==> src/rtl/ps2_pkg.sv <==
`default_nettype none
// ============================================================================
//  Module   : ps2_pkg
//  Brief    : Shared constants, FSM state codes and event layout for the
//             PS/2 set-2 scan decoder.
//  Revision : 1.0 - initial release
// ============================================================================
package ps2_pkg;

    // Prefix and device-reply bytes
    localparam logic [7:0] PS2_EXT   = 8'hE0;
    localparam logic [7:0] PS2_BRK   = 8'hF0;
    localparam logic [7:0] PS2_PAUSE = 8'hE1;
    localparam logic [7:0] PS2_ACK   = 8'hFA;
    localparam logic [7:0] PS2_BAT   = 8'hAA;
    localparam logic [7:0] PS2_ECHO  = 8'hEE;
    localparam logic [7:0] PS2_ERR0  = 8'h00;
    localparam logic [7:0] PS2_ERR1  = 8'hFF;
    localparam logic [7:0] PS2_BATF0 = 8'hFC;
    localparam logic [7:0] PS2_BATF1 = 8'hFD;
    localparam logic [7:0] PS2_RESND = 8'hFE;

    // Modifier scan codes; right ctrl/alt share the left code behind E0
    localparam logic [7:0] KEY_SHIFT_L = 8'h12;
    localparam logic [7:0] KEY_SHIFT_R = 8'h59;
    localparam logic [7:0] KEY_CTRL    = 8'h14;
    localparam logic [7:0] KEY_ALT     = 8'h11;

    // Bytes still to swallow after the E1 that opens the pause sequence
    localparam logic [2:0] PS2_SKIP_LEN = 3'd7;

    // Prefix FSM state codes
    localparam logic [2:0] ST_IDLE = 3'd0;
    localparam logic [2:0] ST_E0   = 3'd1;
    localparam logic [2:0] ST_F0   = 3'd2;
    localparam logic [2:0] ST_E0F0 = 3'd3;
    localparam logic [2:0] ST_SKIP = 3'd4;

    // Modifier register bit positions
    localparam int MOD_LSHIFT = 0;
    localparam int MOD_RSHIFT = 1;
    localparam int MOD_LCTRL  = 2;
    localparam int MOD_RCTRL  = 3;
    localparam int MOD_LALT   = 4;
    localparam int MOD_RALT   = 5;

    // Event word field offsets
    localparam int EV_CODE_LSB  = 0;
    localparam int EV_SHIFT_BIT = 8;
    localparam int EV_CTRL_BIT  = 9;
    localparam int EV_ALT_BIT   = 10;
    localparam int EV_BRK_BIT   = 16;
    localparam int EV_EXT_BIT   = 17;
    localparam int EV_DEV_LSB   = 24;

    function automatic logic is_reply(input logic [7:0] b);
        case (b)
            PS2_ERR0, PS2_BAT, PS2_ECHO, PS2_ACK,
            PS2_BATF0, PS2_BATF1, PS2_RESND, PS2_ERR1: is_reply = 1'b1;
            default:                                   is_reply = 1'b0;
        endcase
    endfunction

    // E0-prefixed shift codes are keyboard-generated noise around nav keys
    function automatic logic is_fake_shift(input logic [7:0] b);
        is_fake_shift = (b == KEY_SHIFT_L) || (b == KEY_SHIFT_R);
    endfunction

endpackage
`default_nettype wire

==> src/rtl/event_fifo.sv <==
`default_nettype none
// ============================================================================
//  Module   : event_fifo
//  Brief    : First-word-fall-through event FIFO with a registered head word
//             that holds its last value when the FIFO drains.
//  Revision : 1.0 - initial release
// ============================================================================
module event_fifo #(
    parameter int DEPTH = 8,
    parameter int WIDTH = 32
) (
    input  logic                     clk,
    input  logic                     rst,
    input  logic                     push,
    input  logic [WIDTH-1:0]         push_data,
    input  logic                     pop,
    output logic [WIDTH-1:0]         head,
    output logic [$clog2(DEPTH):0]   count,
    output logic [$clog2(DEPTH):0]   count_next,
    output logic                     empty,
    output logic                     full
);

    localparam int                c_aw    = $clog2(DEPTH);
    localparam logic [c_aw:0]     c_depth = (c_aw + 1)'(DEPTH);

    logic [WIDTH-1:0] r_mem [DEPTH];
    logic [c_aw-1:0]  r_rd_ptr;
    logic [c_aw-1:0]  r_wr_ptr;
    logic [c_aw:0]    r_count;
    logic [WIDTH-1:0] r_head;
    logic [c_aw-1:0]  w_rd_ptr_inc;
    logic             w_pop;
    logic             w_push_ok;

    assign empty        = (r_count == '0);
    assign full         = (r_count == c_depth);
    assign w_pop        = pop && !empty;
    // A pop frees the slot a full-FIFO push needs in the same cycle
    assign w_push_ok    = push && (!full || w_pop);
    assign w_rd_ptr_inc = r_rd_ptr + 1'b1;

    always_comb begin
        count_next = r_count;
        case ({w_push_ok, w_pop})
            2'b10:   count_next = r_count + 1'b1;
            2'b01:   count_next = r_count - 1'b1;
            default: count_next = r_count;
        endcase
    end

    always_ff @(posedge clk) begin
        if (w_push_ok) begin
            r_mem[r_wr_ptr] <= push_data;
        end
    end

    always_ff @(posedge clk or posedge rst) begin
        if (rst) begin
            r_rd_ptr <= '0;
            r_wr_ptr <= '0;
            r_count  <= '0;
            r_head   <= '0;
        end else begin
            r_count <= count_next;
            if (w_push_ok) begin
                r_wr_ptr <= r_wr_ptr + 1'b1;
            end
            if (w_pop) begin
                r_rd_ptr <= w_rd_ptr_inc;
            end
            // Head mirrors mem[rd_ptr]; bypass when that slot is written this cycle
            if (w_push_ok && empty) begin
                r_head <= push_data;
            end else if (w_pop && (r_count > 1)) begin
                r_head <= r_mem[w_rd_ptr_inc];
            end else if (w_pop && w_push_ok) begin
                r_head <= push_data;
            end
        end
    end

    assign head  = r_head;
    assign count = r_count;

endmodule
`default_nettype wire

==> src/rtl/ps2_scan_decoder.sv <==
`default_nettype none
// ============================================================================
//  Module   : ps2_scan_decoder
//  Brief    : PS/2 set-2 byte stream to key-event decoder with modifier
//             tracking, pause/reply filtering and an FWFT event queue.
//  Revision : 1.0 - initial release
// ============================================================================
module ps2_scan_decoder
    import ps2_pkg::*;
#(
    parameter int         DEPTH   = 8,
    parameter logic [7:0] DEV_ID  = 8'd2,
    parameter int         TIMEOUT = 50000
) (
    input  logic                   clk,
    input  logic                   rst,
    input  logic [7:0]             in_data,
    input  logic                   in_valid,
    input  logic                   rd,
    input  logic                   clr_ovf,
    output logic [31:0]            out,
    output logic                   out_valid,
    output logic                   irq,
    output logic [$clog2(DEPTH):0] count,
    output logic                   overflow
);

    localparam int                  c_tmo_w    = $clog2(TIMEOUT + 1);
    localparam logic [c_tmo_w-1:0]  c_tmo_last = c_tmo_w'(TIMEOUT - 1);

    logic [2:0]         r_state;
    logic [2:0]         r_skip_cnt;
    logic [c_tmo_w-1:0] r_tmo_cnt;
    logic [5:0]         r_mods;
    logic               r_overflow;
    logic               r_irq;

    logic [2:0]         w_state_next;
    logic [2:0]         w_skip_next;
    logic [c_tmo_w-1:0] w_tmo_next;
    logic               w_emit;
    logic               w_ext;
    logic               w_brk;
    logic [5:0]         w_mods_next;
    logic [31:0]        w_event;
    logic [$clog2(DEPTH):0] w_count_next;
    logic               w_empty;
    logic               w_full;
    logic               w_drop;

    always_comb begin
        w_state_next = r_state;
        w_skip_next  = r_skip_cnt;
        w_tmo_next   = r_tmo_cnt;
        w_emit       = 1'b0;
        w_ext        = 1'b0;
        w_brk        = 1'b0;
        if (in_valid) begin
            w_tmo_next = '0;
            case (r_state)
                ST_IDLE: begin
                    if (in_data == PS2_EXT) begin
                        w_state_next = ST_E0;
                    end else if (in_data == PS2_BRK) begin
                        w_state_next = ST_F0;
                    end else if (in_data == PS2_PAUSE) begin
                        w_state_next = ST_SKIP;
                        w_skip_next  = PS2_SKIP_LEN;
                    end else begin
                        w_emit = !is_reply(in_data);
                    end
                end
                ST_E0: begin
                    if (in_data == PS2_BRK) begin
                        w_state_next = ST_E0F0;
                    end else begin
                        w_state_next = ST_IDLE;
                        w_emit       = !is_fake_shift(in_data);
                        w_ext        = 1'b1;
                    end
                end
                ST_F0: begin
                    w_state_next = ST_IDLE;
                    w_emit       = 1'b1;
                    w_brk        = 1'b1;
                end
                ST_E0F0: begin
                    w_state_next = ST_IDLE;
                    w_emit       = !is_fake_shift(in_data);
                    w_ext        = 1'b1;
                    w_brk        = 1'b1;
                end
                ST_SKIP: begin
                    w_skip_next = r_skip_cnt - 1'b1;
                    if (r_skip_cnt == 3'd1) begin
                        w_state_next = ST_IDLE;
                    end
                end
                default: w_state_next = ST_IDLE;
            endcase
        end else if (r_state != ST_IDLE) begin
            // A stalled prefix is abandoned silently
            if (r_tmo_cnt >= c_tmo_last) begin
                w_state_next = ST_IDLE;
                w_tmo_next   = '0;
            end else begin
                w_tmo_next = r_tmo_cnt + 1'b1;
            end
        end
    end

    always_comb begin
        w_mods_next = r_mods;
        if (w_emit) begin
            case ({w_ext, in_data})
                {1'b0, KEY_SHIFT_L}: w_mods_next[MOD_LSHIFT] = !w_brk;
                {1'b0, KEY_SHIFT_R}: w_mods_next[MOD_RSHIFT] = !w_brk;
                {1'b0, KEY_CTRL}:    w_mods_next[MOD_LCTRL]  = !w_brk;
                {1'b1, KEY_CTRL}:    w_mods_next[MOD_RCTRL]  = !w_brk;
                {1'b0, KEY_ALT}:     w_mods_next[MOD_LALT]   = !w_brk;
                {1'b1, KEY_ALT}:     w_mods_next[MOD_RALT]   = !w_brk;
                default:             w_mods_next = r_mods;
            endcase
        end
    end

    always_comb begin
        w_event                        = '0;
        w_event[EV_DEV_LSB +: 8]       = DEV_ID;
        w_event[EV_EXT_BIT]            = w_ext;
        w_event[EV_BRK_BIT]            = w_brk;
        w_event[EV_ALT_BIT]            = w_mods_next[MOD_LALT]   | w_mods_next[MOD_RALT];
        w_event[EV_CTRL_BIT]           = w_mods_next[MOD_LCTRL]  | w_mods_next[MOD_RCTRL];
        w_event[EV_SHIFT_BIT]          = w_mods_next[MOD_LSHIFT] | w_mods_next[MOD_RSHIFT];
        w_event[EV_CODE_LSB +: 8]      = in_data;
    end

    event_fifo #(
        .DEPTH (DEPTH),
        .WIDTH (32)
    ) u_fifo (
        .clk        (clk),
        .rst        (rst),
        .push       (w_emit),
        .push_data  (w_event),
        .pop        (rd),
        .head       (out),
        .count      (count),
        .count_next (w_count_next),
        .empty      (w_empty),
        .full       (w_full)
    );

    // rd on a full FIFO always pops, so only a push without rd is lost
    assign w_drop = w_emit && w_full && !rd;

    always_ff @(posedge clk or posedge rst) begin
        if (rst) begin
            r_state    <= ST_IDLE;
            r_skip_cnt <= '0;
            r_tmo_cnt  <= '0;
            r_mods     <= '0;
            r_overflow <= 1'b0;
            r_irq      <= 1'b0;
        end else begin
            r_state    <= w_state_next;
            r_skip_cnt <= w_skip_next;
            r_tmo_cnt  <= w_tmo_next;
            r_mods     <= w_mods_next;
            r_irq      <= (w_count_next != '0);
            if (w_drop) begin
                r_overflow <= 1'b1;
            end else if (clr_ovf) begin
                r_overflow <= 1'b0;
            end
        end
    end

    assign out_valid = !w_empty;
    assign irq       = r_irq;
    assign overflow  = r_overflow;

endmodule
`default_nettype wire

==> config.mk <==
export PLATFORM = sky130hd
export DESIGN_NAME = ps2_scan_decoder
export DESIGN_NICKNAME = d
export VERILOG_FILES = /design/src/rtl/ps2_pkg.sv /design/src/rtl/event_fifo.sv /design/src/rtl/ps2_scan_decoder.sv
export SDC_FILE = /design/constraint.sdc
export NUM_CORES = 1
export LEC_CHECK = 0
export BUFFER_PORTS_ARGS = -buffer_cell sky130_fd_sc_hd__buf_4
export CAP_MARGIN = 20
export CORE_UTILIZATION = 30
export DETAILED_ROUTE_END_ITERATION = 6
export HOLD_SLACK_MARGIN = 0.1
export SLEW_MARGIN = 20
export SYNTH_ARGS = -nofsm -noshare
export SYNTH_HDL_FRONTEND = slang
export SYNTH_HIERARCHICAL = 1
export SYNTH_SLANG_ARGS = --single-unit
==> constraint.sdc <==
create_clock -name clk -period 5.6 [get_ports clk]
set_input_delay 1.68 -clock clk [delete_from_list [all_inputs] [get_ports clk]]
set_output_delay 1.68 -clock clk [all_outputs]
set_load 0.02 [all_outputs]
# Yosys cells after proc, flatten, opt, wreduce, memory -nomap -nowiden
# Memories as Yosys holds them, arrays and structs flattened.
# Cells that the tools add are included.
dict set report word_totals {
  ff_bits 72
  mem_bits_rw 104
  wordCells 130
  n_memories 1
}
# memory words width read_ports rd_ports_with_merged_regs write_ports line_no
set mem_list {}
lappend mem_list {u_fifo.r_mem 8 13 1 0 1 event_fifo.sv:27} ;# logic [WIDTH-1:0] r_mem [DEPTH];
dict set report classes {
  addsub 6
  magnitude_cmp 2
  eq_ne 31
  muxes 48
  n_bitwise 3
  n_reduce_logical 29
}
# operator n
set ops {}
lappend ops {{$mux 32} 3}
lappend ops {{$eq 8x8->1 const B} 10}
lappend ops {{$mux 16} 3}
lappend ops {{$mux 3} 10}
lappend ops {{$eq 9x5->1 const B} 3}
lappend ops {{$mux 1} 25}
lappend ops {{$eq 9x9->1 const B} 2}
lappend ops {{$add 16x1->16 const B} 1}
lappend ops {{$ge 16x16->1 const B} 1}
lappend ops {{$eq 9x7->1 const B} 1}
lappend ops {{$pmux 3 s3} 1}
lappend ops {{$eq 8x5->1 const B} 1}
lappend ops {{$eq 8x7->1 const B} 1}
lappend ops {{$logic_not 8->1} 1}
lappend ops {{$pmux 4 s2} 1}
lappend ops {{$reduce_bool 2->1} 4}
lappend ops {{$reduce_or 8->1} 1}
lappend ops {{$logic_and 1x1->1} 7}
lappend ops {{$add 3x1->3 const B} 2}
lappend ops {{$eq 3x1->1 const B} 2}
lappend ops {{$eq 3x2->1 const B} 2}
lappend ops {{$logic_not 1->1} 6}
lappend ops {{$mux 6} 1}
lappend ops {{$ne 2x2->1 const B} 3}
lappend ops {{other kinds (23)} 27}

# Depth between registers and ports, before layout
dict set report depth {
  ltp_word 19
  depth_mapped 13
  mapped_depth_nobuf 10
}

# By module
# The synthesis kept the hierarchy.
# mod instances cells_per_inst area_per_inst_um2 seq_area_each_um2
set modules_own_cells {}
lappend modules_own_cells {event_fifo 1 847 12569.6 8738.4}
lappend modules_own_cells {ps2_scan_decoder 1 219 1901.8 750.7}

# Worst setup path before layout
# OpenSTA, ideal clock, no wires.
dict set report synth_timing {
  path_type {input -> register}
  from {input port in_data[0]}
  to {memory u_fifo/r_mem[0][0] (netlist name), enable pin}
  arrival_time_ns 6.359
  slack_ns -1.261
  cell_stages 11
  path_buffers 3
  path_cell_list {clkbuf_1 > nand3b_1 > nor3_1 > a211oi_1 > a41oi_2 > nor2_1 > clkbuf_1 > inv_1 > a21o_1 > clkbuf_1 > nor4_1}
}
dict set report synth_via {
  elab_chain_cells 17
}
# element line_no
set synth_rtl {}
lappend synth_rtl {{from (decl)} ps2_scan_decoder.sv:17} ;# input logic [7:0] in_data,
lappend synth_rtl {{$eq 8x8->1 / $logic_not 8->1 (equally long branches)} ps2_pkg.sv:57} ;# case (b)
lappend synth_rtl {{$reduce_or 8->1} ps2_pkg.sv:57}
lappend synth_rtl {{$mux 1} ps2_pkg.sv:57}
lappend synth_rtl {{$mux 1} ps2_scan_decoder.sv:66} ;# end else if (in_data == PS2_PAUSE) begin
lappend synth_rtl {{$mux 1} ps2_scan_decoder.sv:64} ;# end else if (in_data == PS2_BRK) begin
lappend synth_rtl {{$mux 1} ps2_scan_decoder.sv:62} ;# if (in_data == PS2_EXT) begin
lappend synth_rtl {{$mux 1} ps2_scan_decoder.sv:60} ;# case (r_state)
lappend synth_rtl {{$mux 1} ps2_scan_decoder.sv:58} ;# if (in_valid) begin
lappend synth_rtl {{[2 not listed]} n/a}
lappend synth_rtl {{$mux 1} ps2_scan_decoder.sv:64}
lappend synth_rtl {{$mux 1} ps2_scan_decoder.sv:62}
lappend synth_rtl {{$pmux 1 s4 (*)} ps2_scan_decoder.sv:60}
lappend synth_rtl {{$mux 1 (*)} ps2_scan_decoder.sv:58}
lappend synth_rtl {{via w_emit} ps2_scan_decoder.sv:41} ;# logic w_emit;
lappend synth_rtl {{$logic_and 1x1->1 (*)} event_fifo.sv:40} ;# assign w_push_ok = push && (!full || w_pop);
lappend synth_rtl {{$mux 1 (*)} event_fifo.sv:53} ;# if (w_push_ok) begin
lappend synth_rtl {{$mux 1 (not written as such) (*)} event_fifo.sv:54} ;# r_mem[r_wr_ptr] <= push_data;
lappend synth_rtl {{to (decl)} event_fifo.sv:27}
# The timed path passes the listed nets; every way through them passes the cells marked *. The select of a mux whose other input is x is not followed.

# Worst setup path after layout
dict set report layout_timing {
  from {input port in_data[0]}
  to {memory u_fifo/r_mem[1][23] (netlist name), enable pin}
}
# The elaborated chain is that of the path after synthesis.

==> results.sh <==
export IMPL_status="complete, no violations"
export IMPL_seq_area_frac_synth=0.656
export IMPL_syn_inst=1066
export IMPL_rows=80
export IMPL_clkSlewWorstSetupHoldPaths_ns=0.06
export IMPL_path_cells="buf_4 -> nand3b_1 -> nor3_1 -> a211oi_1 -> a41oi_2 -> nor2_1 -> inv_1 -> a21oi_1 -> nand2_1 -> nor3_4 -> buf_4"
export IMPL_syn_area_um2=14500
export IMPL_synth_flop_cell="edfxtp_1"
export IMPL_grtUsageTotal=0.135
export IMPL_maxCapViolCount=0
export IMPL_coreArea_um2=47600
export IMPL_diodes=0
export IMPL_hp_class="flop to flop"
export IMPL_synth_commonest_cells="edfxtp_1, mux2_2, nor3_1"
export IMPL_worst_setup_path_end_kind="flop"
export IMPL_ctsResizeCount=0
export IMPL_arrival_ns=4.60
export IMPL_layout_nets=1298
export IMPL_drt_initial_drc_count=599
export IMPL_routed_wirelength_um=33000
export IMPL_crit_path_max_incr_delay_ns=0.55
export IMPL_yosysWarningCount=6
export IMPL_cts_tree="built"
export IMPL_antenna_left=0
export IMPL_dieArea_um2=49100
export IMPL_timing_final_ws_setup_ns=1.13
export IMPL_cts_htree_levels=2
export IMPL_async_flop_share=0.220
export IMPL_post_place_ws_ns=0.639
export IMPL_dp_hpwl_um=19600
export IMPL_clk_root_buffer_cell="clkbuf_16"
export IMPL_fp_dieW_um=222
export IMPL_synth_area_top_cells="edfxtp_1, dfrtp_1, mux2_2, nand3b_1, o211ai_1"
export IMPL_cts_buffers=37
export IMPL_crit_slowest_cell="nor2_1"
export IMPL_path_class="primary input to flop"
export IMPL_vias_per_cell=4.74
export IMPL_grt_max_degree=96
export IMPL_vias=9095
export IMPL_grt_pass1_vias=9033
export IMPL_synth_edff_count=256
export IMPL_wl_per_cell_um=17.2
export IMPL_grt_pass1_wl_um=52200
export IMPL_slew_viol_final=0
export IMPL_max_freq_ghz=0.224
export IMPL_synth_ff_latch_count=328
export IMPL_clock_path_buffers=3
export IMPL_yosysUniqueCellTypes=62
export IMPL_worstMarginPinSlew_ns=1.01
export IMPL_power_leakage_uw=0.00616
export IMPL_synthToLayoutAreaGrowth_pct=20.1
export IMPL_antenna_found_initial=0
export IMPL_holdWs_ns=0.478
export IMPL_drc=0
export IMPL_hold_viol=0
export IMPL_ir_worst_vdd_mv=0.336
export IMPL_clk_latency_ns=0.50
export IMPL_post_route_util=0.365
export IMPL_fin_crit_ns=4.47
export IMPL_drive_above_1_share=0.190
export IMPL_post_route_period_util=0.798
export IMPL_crit_top_cell="buf_4"
export IMPL_cts_sinks=328
export IMPL_pin_count=52
export IMPL_setup_viol=0
export IMPL_finClkSkew_ns=0.00922
export IMPL_post_cts_buffers=0
export IMPL_power_density_nw_per_um2=531
export IMPL_cp_start_kind="primary input"
export IMPL_io_buffers=51
export IMPL_dieHeight_um=222
export IMPL_floorplan_initialDensity=0.304
export IMPL_rsz0062_at_grt="false"
export IMPL_first_pass_iters=4
export IMPL_path_max_fanout=32
export IMPL_relSlewSlack=0.324
export IMPL_gp_congestion=0.791
export IMPL_cts_hold_buf=0
export IMPL_synth_top_area_frac=0.531
export IMPL_synth_top_cell_by_area="edfxtp_1"
export IMPL_gr_total_overflow=0
export IMPL_required_ns=5.74
export IMPL_synth_most_common_cell="edfxtp_1"
export IMPL_syn_avg_cell_area_um2=13.6
## layer usage
layer | vias to the layer above | part of all wire | GRT usage
met3 | 40 | 0.041 | 0.0195
met1 | 4525 | 0.46 | 0.186
met5 | - | 0 | 0
met4 | 0 | 0.016 | 0.0271
li1 | 4336 | - | -
met2 | 194 | 0.48 | 0.226
## sequential cells by signal, summed over array words and instances (netlist names)
| signal | count |
|---|---|
| r_skip_cnt | 3 |
| u_fifo/r_rd_ptr | 3 |
| u_fifo/r_mem | 256 |
| irq | 1 |
| r_mods | 6 |
| r_state | 3 |
| overflow | 1 |
| r_tmo_cnt | 16 |
| u_fifo/head | 32 |
| u_fifo/r_wr_ptr | 3 |
| u_fifo/count | 4 |
## stage by stage
step	cells	setup TNS, ns	total power [µW]	instance area (µm²)
6_report	1917	0	9220	17400
5_1_grt	1917	0	9790	17400
4_1_cts	1917	0	9360	17400
3_5_place_dp	1853	0	7140	16300
3_3_place_gp	1853	0	7060	16300
2_1_floorplan	1235	-40.99	5900	15100
## cell families (layout without fill, tap and decap cells)
logic type	after synthesis	in the layout	share of synthesized area
compound gates	159	159	0.0762
buf+inv	92	159	0.0259
flops	328	328	0.656
xor+xnor	16	16	0.0107
mux	131	131	0.0997
simple gates	330	330	0.124
fa+ha+maj	8	8	0.00692
other cells	2	171	0.000519
## final timing paths
check / start / end / slack (ns) / cells past startpoint
min in group asynchronous: rst / r_tmo_cnt[14]$_DFFE_PP0N_ / 1.16 / 2
hold reg to reg: r_skip_cnt[2]$_DFFE_PP0P_ / r_skip_cnt[2]$_DFFE_PP0P_ / 0.48 / 1
setup / recovery: in_data[0] / u_fifo/r_mem[1][23]$_DFFE_PP_ / 1.13 / 11
max in group asynchronous: rst / u_fifo/r_rd_ptr[0]$_DFFE_PP0N_ / 3.47 / 3
hold / removal: r_skip_cnt[2]$_DFFE_PP0P_ / r_skip_cnt[2]$_DFFE_PP0P_ / 0.48 / 1
setup reg to reg: r_state[2]$_DFFE_PP0P_ / u_fifo/r_mem[1][23]$_DFFE_PP_ / 1.90 / 9
## critical path, delay by kind of cell
family	cells	cell delay, ns
simple gates	5	1.36
compound gates	3	0.74
buf+inv	3	0.82
## where the power goes
part / total [µW] / switching [µW] / internal (µW)
clock: 2200 / 911 / 1290
combinational: 3730 / 2250 / 1480
sequential: 3290 / 284 / 3010
## layout make-up
| class | count | area (µm²) |
|---|---|---|
| clock inverters | 13 | 93.8 |
| fillers | 4626 | 30300 |
| multi-input cells | 815 | 5360 |
| clock buffers | 51 | 998 |
| flip-flops and latches | 328 | 9490 |
| repair buffers | 76 | 583 |
| inverters | 19 | 71.3 |
| well taps | 615 | 769 |
## layout by cell type (no fill, tap or decap), types with 3 or more instances in the layout
cell and instances:
o211ai_1 65, or3_1 3, nor4_1 5, nand4_1 5, a211oi_1 3, xnor2_1 11, a22o_1 3, nor3_1 78
mux2i_1 32, and3_1 3, clkbuf_16 37, nand2b_1 9, nor2b_1 3, clkbuf_1 12, xor2_1 3, nand2_1 64
o21ai_0 45, nor3_2 3, inv_1 18, edfxtp_1 256, clkinv_2 9, mux2_2 97, conb_1 171, nor2_4 3
a21oi_1 7, nand4b_1 4, dfrtp_1 71, nor2_1 28, nand3_1 39, ha_1 7, nand3b_1 67, buf_4 75
a21o_1 6, o22ai_1 5
(Power assumes the default switching activity.)
